### config.mk
export PLATFORM = sky130hd
export DESIGN_NAME = rv_muldiv_unit
export DESIGN_NICKNAME = d
export VERILOG_FILES = /design/src/rtl/rv_muldiv_unit_pkg.sv /design/src/rtl/muldiv_div_iter.sv /design/src/rtl/rv_muldiv_unit.sv
export SDC_FILE = /design/constraint.sdc
export NUM_CORES = 2
export LEC_CHECK = 0
export ABC_CLOCK_PERIOD_IN_PS = 13500
export CAP_MARGIN = 20
export CORE_ASPECT_RATIO = 0.9
export CORE_MARGIN = 2
export CORE_UTILIZATION = 40
export CTS_CLUSTER_DIAMETER = 50
export DETAILED_ROUTE_END_ITERATION = 12
export GPL_TIMING_DRIVEN = 0
export PLACE_DENSITY = 0.54
export SLEW_MARGIN = 15
export SYNTH_ARGS = -nofsm -noshare
export SYNTH_HDL_FRONTEND = slang
export SYNTH_SLANG_ARGS = --single-unit
### constraint.sdc
create_clock -name clk -period 13.5 [get_ports clk]
set_input_delay 3.375 -clock clk [delete_from_list [all_inputs] [get_ports clk]]
set_output_delay 3.375 -clock clk [all_outputs]
set_load 0.02 [all_outputs]
### src/rtl/rv_muldiv_unit_pkg.sv
// rtl/rv_muldiv_unit_pkg.sv - funct3 encodings, FSM states and op decode helpers for the M-extension unit
package rv_muldiv_unit_pkg;

  localparam logic [2:0] F3_MUL    = 3'b000;
  localparam logic [2:0] F3_MULH   = 3'b001;
  localparam logic [2:0] F3_MULHSU = 3'b010;
  localparam logic [2:0] F3_MULHU  = 3'b011;
  localparam logic [2:0] F3_DIV    = 3'b100;
  localparam logic [2:0] F3_DIVU   = 3'b101;
  localparam logic [2:0] F3_REM    = 3'b110;
  localparam logic [2:0] F3_REMU   = 3'b111;

  typedef enum logic [2:0] {
    S_IDLE,
    S_MUL,
    S_DIV_PREP,
    S_DIV_ITER,
    S_DIV_FIX,
    S_DONE
  } md_state_t;

  function automatic logic is_div_op(input logic [2:0] f3);
    return (f3 == F3_DIV) || (f3 == F3_DIVU) || (f3 == F3_REM) || (f3 == F3_REMU);
  endfunction

  function automatic logic is_signed_div(input logic [2:0] f3);
    return (f3 == F3_DIV) || (f3 == F3_REM);
  endfunction

  function automatic logic is_rem_op(input logic [2:0] f3);
    return (f3 == F3_REM) || (f3 == F3_REMU);
  endfunction

  function automatic logic is_mul_high(input logic [2:0] f3);
    return (f3 == F3_MULH) || (f3 == F3_MULHSU) || (f3 == F3_MULHU);
  endfunction

endpackage

### src/rtl/muldiv_div_iter.sv
// rtl/muldiv_div_iter.sv - radix-2 restoring divider datapath, one quotient bit per step
module muldiv_div_iter #(
  parameter int XLEN = 32
) (
  input  logic            clk,
  input  logic            rst,
  input  logic            load,
  input  logic            step,
  input  logic [XLEN-1:0] dividend,
  input  logic [XLEN-1:0] divisor,
  output logic [XLEN-1:0] quotient,
  output logic [XLEN-1:0] remainder,
  output logic            last
);
  localparam int CW = $clog2(XLEN);

  logic [CW-1:0]   cnt;
  logic [XLEN-1:0] dvsr;
  logic [XLEN:0]   shifted;
  logic [XLEN+1:0] diff;
  logic            unused_diff_bit;

  // The dividend is shifted out of the quotient register MSB-first while quotient bits enter at the LSB.
  assign shifted         = {remainder, quotient[XLEN-1]};
  assign diff            = {1'b0, shifted} - {2'b00, dvsr};
  assign last            = (cnt == '0);
  assign unused_diff_bit = diff[XLEN];

  always_ff @(posedge clk) begin
    if (rst) begin
      quotient  <= '0;
      remainder <= '0;
      dvsr      <= '0;
      cnt       <= '0;
    end else if (load) begin
      quotient  <= dividend;
      remainder <= '0;
      dvsr      <= divisor;
      cnt       <= CW'(XLEN - 1);
    end else if (step) begin
      remainder <= diff[XLEN+1] ? shifted[XLEN-1:0] : diff[XLEN-1:0];
      quotient  <= {quotient[XLEN-2:0], ~diff[XLEN+1]};
      cnt       <= cnt - 1'b1;
    end
  end

endmodule

### src/rtl/rv_muldiv_unit.sv
// rtl/rv_muldiv_unit.sv - multi-cycle RV32M/RV64M multiply/divide unit beside the EX-stage ALU
module rv_muldiv_unit
  import rv_muldiv_unit_pkg::*;
#(
  parameter int XLEN        = 32,
  parameter int MUL_LATENCY = 2,
  parameter int TAG_W       = 5
) (
  input  logic             clk,
  input  logic             rst,
  input  logic             start,
  input  logic [2:0]       funct3,
  input  logic [XLEN-1:0]  rs1,
  input  logic [XLEN-1:0]  rs2,
  input  logic [TAG_W-1:0] rd_tag,
  input  logic             flush,
  output logic             busy,
  output logic             done,
  output logic [XLEN-1:0]  result,
  output logic [TAG_W-1:0] done_tag
);
  localparam logic [XLEN-1:0] MOST_NEG = {1'b1, {(XLEN-1){1'b0}}};
  localparam int              PW       = 2 * XLEN + 2;

  md_state_t        state;
  logic [2:0]       f3_q;
  logic [XLEN-1:0]  a_q, b_q;
  logic [TAG_W-1:0] tag_q;
  logic [XLEN:0]    ma_q, mb_q;
  logic             q_neg, r_neg;
  logic [2:0]       mcnt;

  logic accept, div_zero, div_ovf, a_sx, b_sx;

  always_comb begin
    accept   = start && !busy && !flush && (state == S_IDLE);
    div_zero = (rs2 == '0);
    div_ovf  = is_signed_div(funct3) && (rs1 == MOST_NEG) && (rs2 == '1);
    a_sx     = (funct3 == F3_MULH) || (funct3 == F3_MULHSU);
    b_sx     = (funct3 == F3_MULH);
  end

  // One signed XLEN+1 by XLEN+1 multiplier covers all four multiply flavours.
  logic signed [PW-1:0] pa, pb;
  logic [PW-1:0]        prod, mul_tap;
  logic [XLEN-1:0]      mul_res;
  logic                 unused_mul_msbs;

  assign pa              = {{(XLEN+1){ma_q[XLEN]}}, ma_q};
  assign pb              = {{(XLEN+1){mb_q[XLEN]}}, mb_q};
  assign prod            = pa * pb;
  assign mul_res         = is_mul_high(f3_q) ? mul_tap[2*XLEN-1:XLEN] : mul_tap[XLEN-1:0];
  assign unused_mul_msbs = ^mul_tap[PW-1:2*XLEN];

  if (MUL_LATENCY == 1) begin : g_no_chain
    assign mul_tap = prod;
  end else begin : g_chain
    logic [PW-1:0] stage [MUL_LATENCY-1];
    always_ff @(posedge clk) begin
      stage[0] <= prod;
      for (int i = 1; i < MUL_LATENCY - 1; i++) stage[i] <= stage[i-1];
    end
    assign mul_tap = stage[MUL_LATENCY-2];
  end

  logic            sd_q, div_last;
  logic [XLEN-1:0] a_abs, b_abs, quo, rem, quo_fix, rem_fix, spec_res;

  always_comb begin
    sd_q    = is_signed_div(f3_q);
    a_abs   = (sd_q && a_q[XLEN-1]) ? -a_q : a_q;
    b_abs   = (sd_q && b_q[XLEN-1]) ? -b_q : b_q;
    quo_fix = q_neg ? -quo : quo;
    rem_fix = r_neg ? -rem : rem;
    // Only divide-by-zero and signed overflow ever reach S_DONE.
    if (b_q == '0) spec_res = is_rem_op(f3_q) ? a_q : '1;
    else           spec_res = is_rem_op(f3_q) ? '0  : a_q;
  end

  muldiv_div_iter #(.XLEN(XLEN)) u_div_iter (
    .clk       (clk),
    .rst       (rst),
    .load      (state == S_DIV_PREP),
    .step      (state == S_DIV_ITER),
    .dividend  (a_abs),
    .divisor   (b_abs),
    .quotient  (quo),
    .remainder (rem),
    .last      (div_last)
  );

  always_ff @(posedge clk) begin
    if (rst) begin
      state    <= S_IDLE;
      busy     <= 1'b0;
      done     <= 1'b0;
      result   <= '0;
      done_tag <= '0;
      f3_q     <= '0;
      a_q      <= '0;
      b_q      <= '0;
      tag_q    <= '0;
      ma_q     <= '0;
      mb_q     <= '0;
      q_neg    <= 1'b0;
      r_neg    <= 1'b0;
      mcnt     <= '0;
    end else begin
      done <= 1'b0;
      // busy stays up through the done cycle so a held start is taken only afterwards.
      if (done) busy <= 1'b0;
      if (state == S_IDLE) begin
        if (accept) begin
          busy  <= 1'b1;
          f3_q  <= funct3;
          a_q   <= rs1;
          b_q   <= rs2;
          tag_q <= rd_tag;
          ma_q  <= {a_sx & rs1[XLEN-1], rs1};
          mb_q  <= {b_sx & rs2[XLEN-1], rs2};
          mcnt  <= '0;
          if (!is_div_op(funct3))      state <= S_MUL;
          else if (div_zero || div_ovf) state <= S_DONE;
          else                          state <= S_DIV_PREP;
        end
      end else if (flush) begin
        state <= S_IDLE;
        busy  <= 1'b0;
      end else begin
        case (state)
          S_MUL: begin
            if (mcnt == 3'(MUL_LATENCY - 1)) begin
              done     <= 1'b1;
              result   <= mul_res;
              done_tag <= tag_q;
              state    <= S_IDLE;
            end else begin
              mcnt <= mcnt + 3'd1;
            end
          end
          S_DIV_PREP: begin
            q_neg <= sd_q && (a_q[XLEN-1] ^ b_q[XLEN-1]);
            r_neg <= sd_q && a_q[XLEN-1];
            state <= S_DIV_ITER;
          end
          S_DIV_ITER: begin
            if (div_last) state <= S_DIV_FIX;
          end
          S_DIV_FIX: begin
            done     <= 1'b1;
            result   <= is_rem_op(f3_q) ? rem_fix : quo_fix;
            done_tag <= tag_q;
            state    <= S_IDLE;
          end
          S_DONE: begin
            done     <= 1'b1;
            result   <= spec_res;
            done_tag <= tag_q;
            state    <= S_IDLE;
          end
          default: state <= S_IDLE;
        endcase
      end
    end
  end

endmodule

Word level (Yosys, flattened, before mapping)
Memories as Yosys holds them, arrays and structs flattened.
Cells that the tools add are included.

word-level totals
  input port bits = 76
  logic and storage cells = 133
  memories = 1
  register bits = 286
  bits in writable memories = 66

memories
  memory         depth  width  rd ports  clocked after memory_dff  write ports  RTL line              source
  g_chain.stage  1      66     1         0                         1            rv_muldiv_unit.sv:58  logic [PW-1:0] stage [MUL_LATENCY-1];

operators by class
  reduce and logical (&&, ||, !) cells = 37
  add/sub/neg operators = 7
  multiply operators = 1
  mux-type cells = 37
  bitwise operators = 6
  equality and inequality tests = 26

operator list
  kind                                                                   count
  32-bit 2-to-1 mux                                                      13
  32-bit negation                                                        4
  32-bit one-hot mux with 3 select lines                                 1
  33-bit by 33-bit multiplier with 66-bit output                         1
  32-bit equality test, second input constant                            2
  32-bit zero test                                                       2
  3-bit 2-to-1 mux                                                       12
  33-bit by 32-bit subtractor with 34-bit output                         1
  3-bit equality test, second input constant                             9
  3-bit by 2-bit equality test with 1-bit output, second input constant  5
  5-bit 2-to-1 mux                                                       3
  3-bit by 1-bit equality test with 1-bit output, second input constant  4
  4-bit AND reduction                                                    3
  1-bit logical OR                                                       10
  5-bit one-hot mux with 2 select lines                                  1
  3-bit one-hot mux with 3 select lines                                  1
  1-bit logical AND                                                      8
  4-bit inequality test, second input constant                           2
  2-bit inequality test, second input constant                           3
  3-bit AND reduction                                                    2
  2-bit nonzero test                                                     3
  5-bit zero test                                                        1
  1-bit 2-to-1 mux                                                       5
  5-bit by 1-bit subtractor with 5-bit output, second input constant     1
  12 further kinds                                                       17

Logic depth before layout (Yosys ltp)
  depth after elaboration = 9
  gate-level depth with buffers = 31
  gate-level depth less buffers = 29

By module
Synthesis repeated with hierarchy kept, for this count alone.

second synthesis, totals
  cell total of the unflattened synthesis = 6234
  area, all modules = 54378.4 µm²

by module, submodules not included
  module           times used  cells each  area an instance (µm²)
  rv_muldiv_unit   1           5463        48253.8
  muldiv_div_iter  1           771         6124.6

Worst setup path after synthesis
OpenSTA, ideal clock, no wires.

  path kind = register -> register
  start point = register a_q[18] (netlist name)
  end point = memory g_chain.stage[0][60] (netlist name)
  buffers on the path = 2
  data required time = 13.375 ns
  arrival time = 7.572 ns
  path slack = 5.803 ns
  stages on the path, launching flop included = 29
  setup time = 0.125 ns
  cell sequence = dfxtp_1 clkbuf_1 buf_1 nand2_1 fa_1 fa_1 inv_1 fa_1 inv_1 fa_1 fa_1 inv_1 fa_1 fa_1 inv_1 fa_1 inv_1 ha_1 a211o_1 a21oi_1 a2111oi_0 a211oi_1 a2111o_1 a21oi_1 a31oi_1 o21ba_2 nor3b_1 a221oi_1 xnor2_1

RTL lines
  item              RTL line
  end: declaration  rv_muldiv_unit.sv:58

==> key figures <==
Status
  • Outcome: finished clean

Cells and area
  • Non-filler cells, final: around 8000
  • Layout Nets: 7803
  • Fraction of layout cells with a size suffix above 1: under 10%
  • P&R area growth vs syn: 8.800%

Yosys
  • Synth Register Bits: around 290
  • Yosys top cell by area: fa_1
  • Synthesized Nets: 7634
  • Register area share after synthesis: 10.72%
  • EDFF count, synth: 0
  • Yosys top cell area share: 42.22%
  • Async set or reset register ratio after synthesis: 0%
  • Synth cell count leaders: inv_1, fa_1, nand2_1
  • Average size of a mapped cell: 8.640 sq um
  • Mapped Area: 0.05339 sq mm
  • Number of synthesis warnings: 0
  • Synth top area cells: fa_1, dfxtp_1, inv_1
  • Synth unique cells: 76
  • Gate Count Post-Synth: 6179
  • Primary FF master, synth: dfxtp_1
  • Most common cell in the synthesized netlist: inv_1

STA
  • Setup-failing EPs final: 0
  • Setup_tns: 0 ns
  • Final Max Slew Viols: 0
  • Slew headroom: under 10%
  • Crit path time final: 10.90 ns
  • Max Freq: 91.77 MHz
  • Final hold violations: 0
  • Unrepaired setup endpoints after global routing: no
  • Clk_skew: around 0.044 ns
  • Pin slew with the least headroom to its limit: roughly 1.4 ns
  • Final period utilization: 80.71%

Setup path
  • Startpoint types: flip-flop
  • Critical path class: reg -> reg
  • CP max stage cell: clkbuf_1
  • Slowest stage delay, CP: 0.92 ns
  • Cell mode on critical path: fa_1
  • CP max FO: 10
  • Worst EP required: 13.99 ns
  • Worst Path Arrival: around 11 ns
  • Crit end category: flip-flop

Clock tree
  • Clk_lat worst skew: 0.65 ns
  • Setup Buffers After CTS: 0
  • CTS sink count: 286
  • TritonCTS clock tree: yes
  • Htree depth: 1
  • Max Root-Sink Buffers: 3
  • Clock transition at the registers of the reported paths: 0.07 ns
  • Cts bufs inserted: 30
  • Post_cts resized: 0
  • CTS Hold Bufs: 0
  • Root Buffer: clkbuf_16

Detailed routing
  • Router iterations before antenna repair: 8
  • DRC errors left: 0
  • Starting DRT DRC Count: 5111
  • Vias/cell: 5.551
  • Detail Route Antenna Nets: 0
  • WL final: ~230 mm
  • Average wire per standard cell: 28.50 microns
  • Vias: 45150

GRT
  • Largest net degree at the start of global routing: 25
  • Grt total ovfl: 0
  • Initial antenna violation count: 33
  • Total Routing Usage GR: 34.20%
  • Global-route wire length before repair: between 300 and 400 mm
  • Via count of the first global-routing pass: 45553

Floorplanning
  • Die width: 389.1 microns
  • Die footprint: around 0.14 sq mm
  • # IOs: between 100 and 150
  • # rows: 127
  • Initial Util: 40.19%
  • CORE AREA: 0.1328 sq mm
  • Die height: 350.6 microns

Power and ir drop
  • Maximum VDD drop: ~0.11 mV
  • Pwr Total: 0.004345 W
  • Pwr dens: 74.81 mW/mm^2
  • Static leakage: 27.06 nW

Worst hold path
  • HP Class: reg -> reg

Placed design
  • GPL Wtd Cong: 1.040
  • # port buffers: 112
  • Dpl hpwl: 193.0 mm
  • Placed cell count: 8050

Job
  • Max-cap violations: 0
-- cell type report --
cell class	instances	area, sq um
clock buffer	37	827.0
multi-input combinational	4350	41850
antenna	22	55.05
clock inverter	18	175.2
sequential	286	5725
inverter	1155	4335
fill	13365	74760
buffer	388	1494
timing repair buffer	137	1450
tap	1741	2178
-- final timing paths --
kind / cells after the start / endpoint / slack [ns] / from
setup / recovery: 28 / g_chain.stage[0][60] / 2.60 / a_q[15]
hold / removal: 2 / done_tag[0] / 0.44 / tag_q[0]
hold reg to reg: 2 / done_tag[0] / 0.44 / tag_q[0]
setup reg to reg: 28 / g_chain.stage[0][60] / 2.60 / a_q[15]
-- per-layer routing --
layer  share of wire [%]  track usage (%)  routed length, microns  up-vias
li1                    -                -                       -    19112
met3                  11            8.286                   25380      582
met4                 6.4            18.33                   14850        8
met5               0.023                0                      53        -
met1                  41            46.74                   95030    22901
met2                  42            50.06                   96500     2547
-- cell usage in the layout, fill, tap and decap left out, drive strengths merged, types with 88 or more instances in the layout --
cell,count
inv,1158
fa,1126
nand2,989
and2,529
clkbuf,361
a21oi,326
dfxtp,286
ha,253
o21ai,171
nor2,166
xnor2,138
clkdlybuf4s50,112
buf,88
-- kinds of logic (layout without fill, tap and decap cells) --
| group | count (synthesis) | after routing | share of synthesized area, % |
|---|---|---|---|
| AO/OA/AOI/OAI | 769 | 769 | 8.704 |
| XOR/XNOR | 213 | 213 | 3.494 |
| adder cells (fa/ha/maj) | 1379 | 1379 | 48.15 |
| buffers and inverters | 1543 | 1735 | 10.90 |
| flip-flops | 286 | 286 | 10.72 |
| multiplexers | 21 | 21 | 0.3984 |
| other | 0 | 22 | 0 |
| AND/OR/NAND/NOR | 1968 | 1968 | 17.62 |
-- metrics by stage --
step	area [sq um]	util, %	hold WS (ns)	setup slack [ns]
2_1_floorplan	53390	-	0.4319	5.803
3_3_place_gp	56690	42.67	0.4424	1.947
3_5_place_dp	56940	42.86	0.4468	2.739
4_1_cts	57940	43.62	0.4334	2.690
5_1_grt	58030	43.69	0.4559	2.465
6_report	58090	43.73	0.4351	2.604
-- worst max-delay path: cells and delay by family, from the launching register on --
kind | cells | cell delay (ns)
flip-flops | 1 | 0.33
buffers and inverters | 8 | 2.44
XOR/XNOR | 1 | 0.15
adder cells (fa/ha/maj) | 9 | 4.70
AO/OA/AOI/OAI | 8 | 2.53
AND/OR/NAND/NOR | 2 | 0.58
-- sequential cells by signal (all words and copies together) (netlist names), 2 cells and up --
register,count
g_chain.stage,64
result,32
u_div_iter.dvsr,32
u_div_iter.quotient,32
u_div_iter.remainder,32
a_q,31
b_q,31
done_tag,5
tag_q,5
u_div_iter.cnt,5
f3_q,3
mcnt,3
state,3
ma_q,2
mb_q,2
-- where the power goes --
part           switching [W]  internal (W)
clock network       0.000421      0.000447
logic                0.00165      0.000747
registers           0.000137      0.000949
total                0.00220       0.00214
Note: power is estimated with default switching activity, not from simulation.
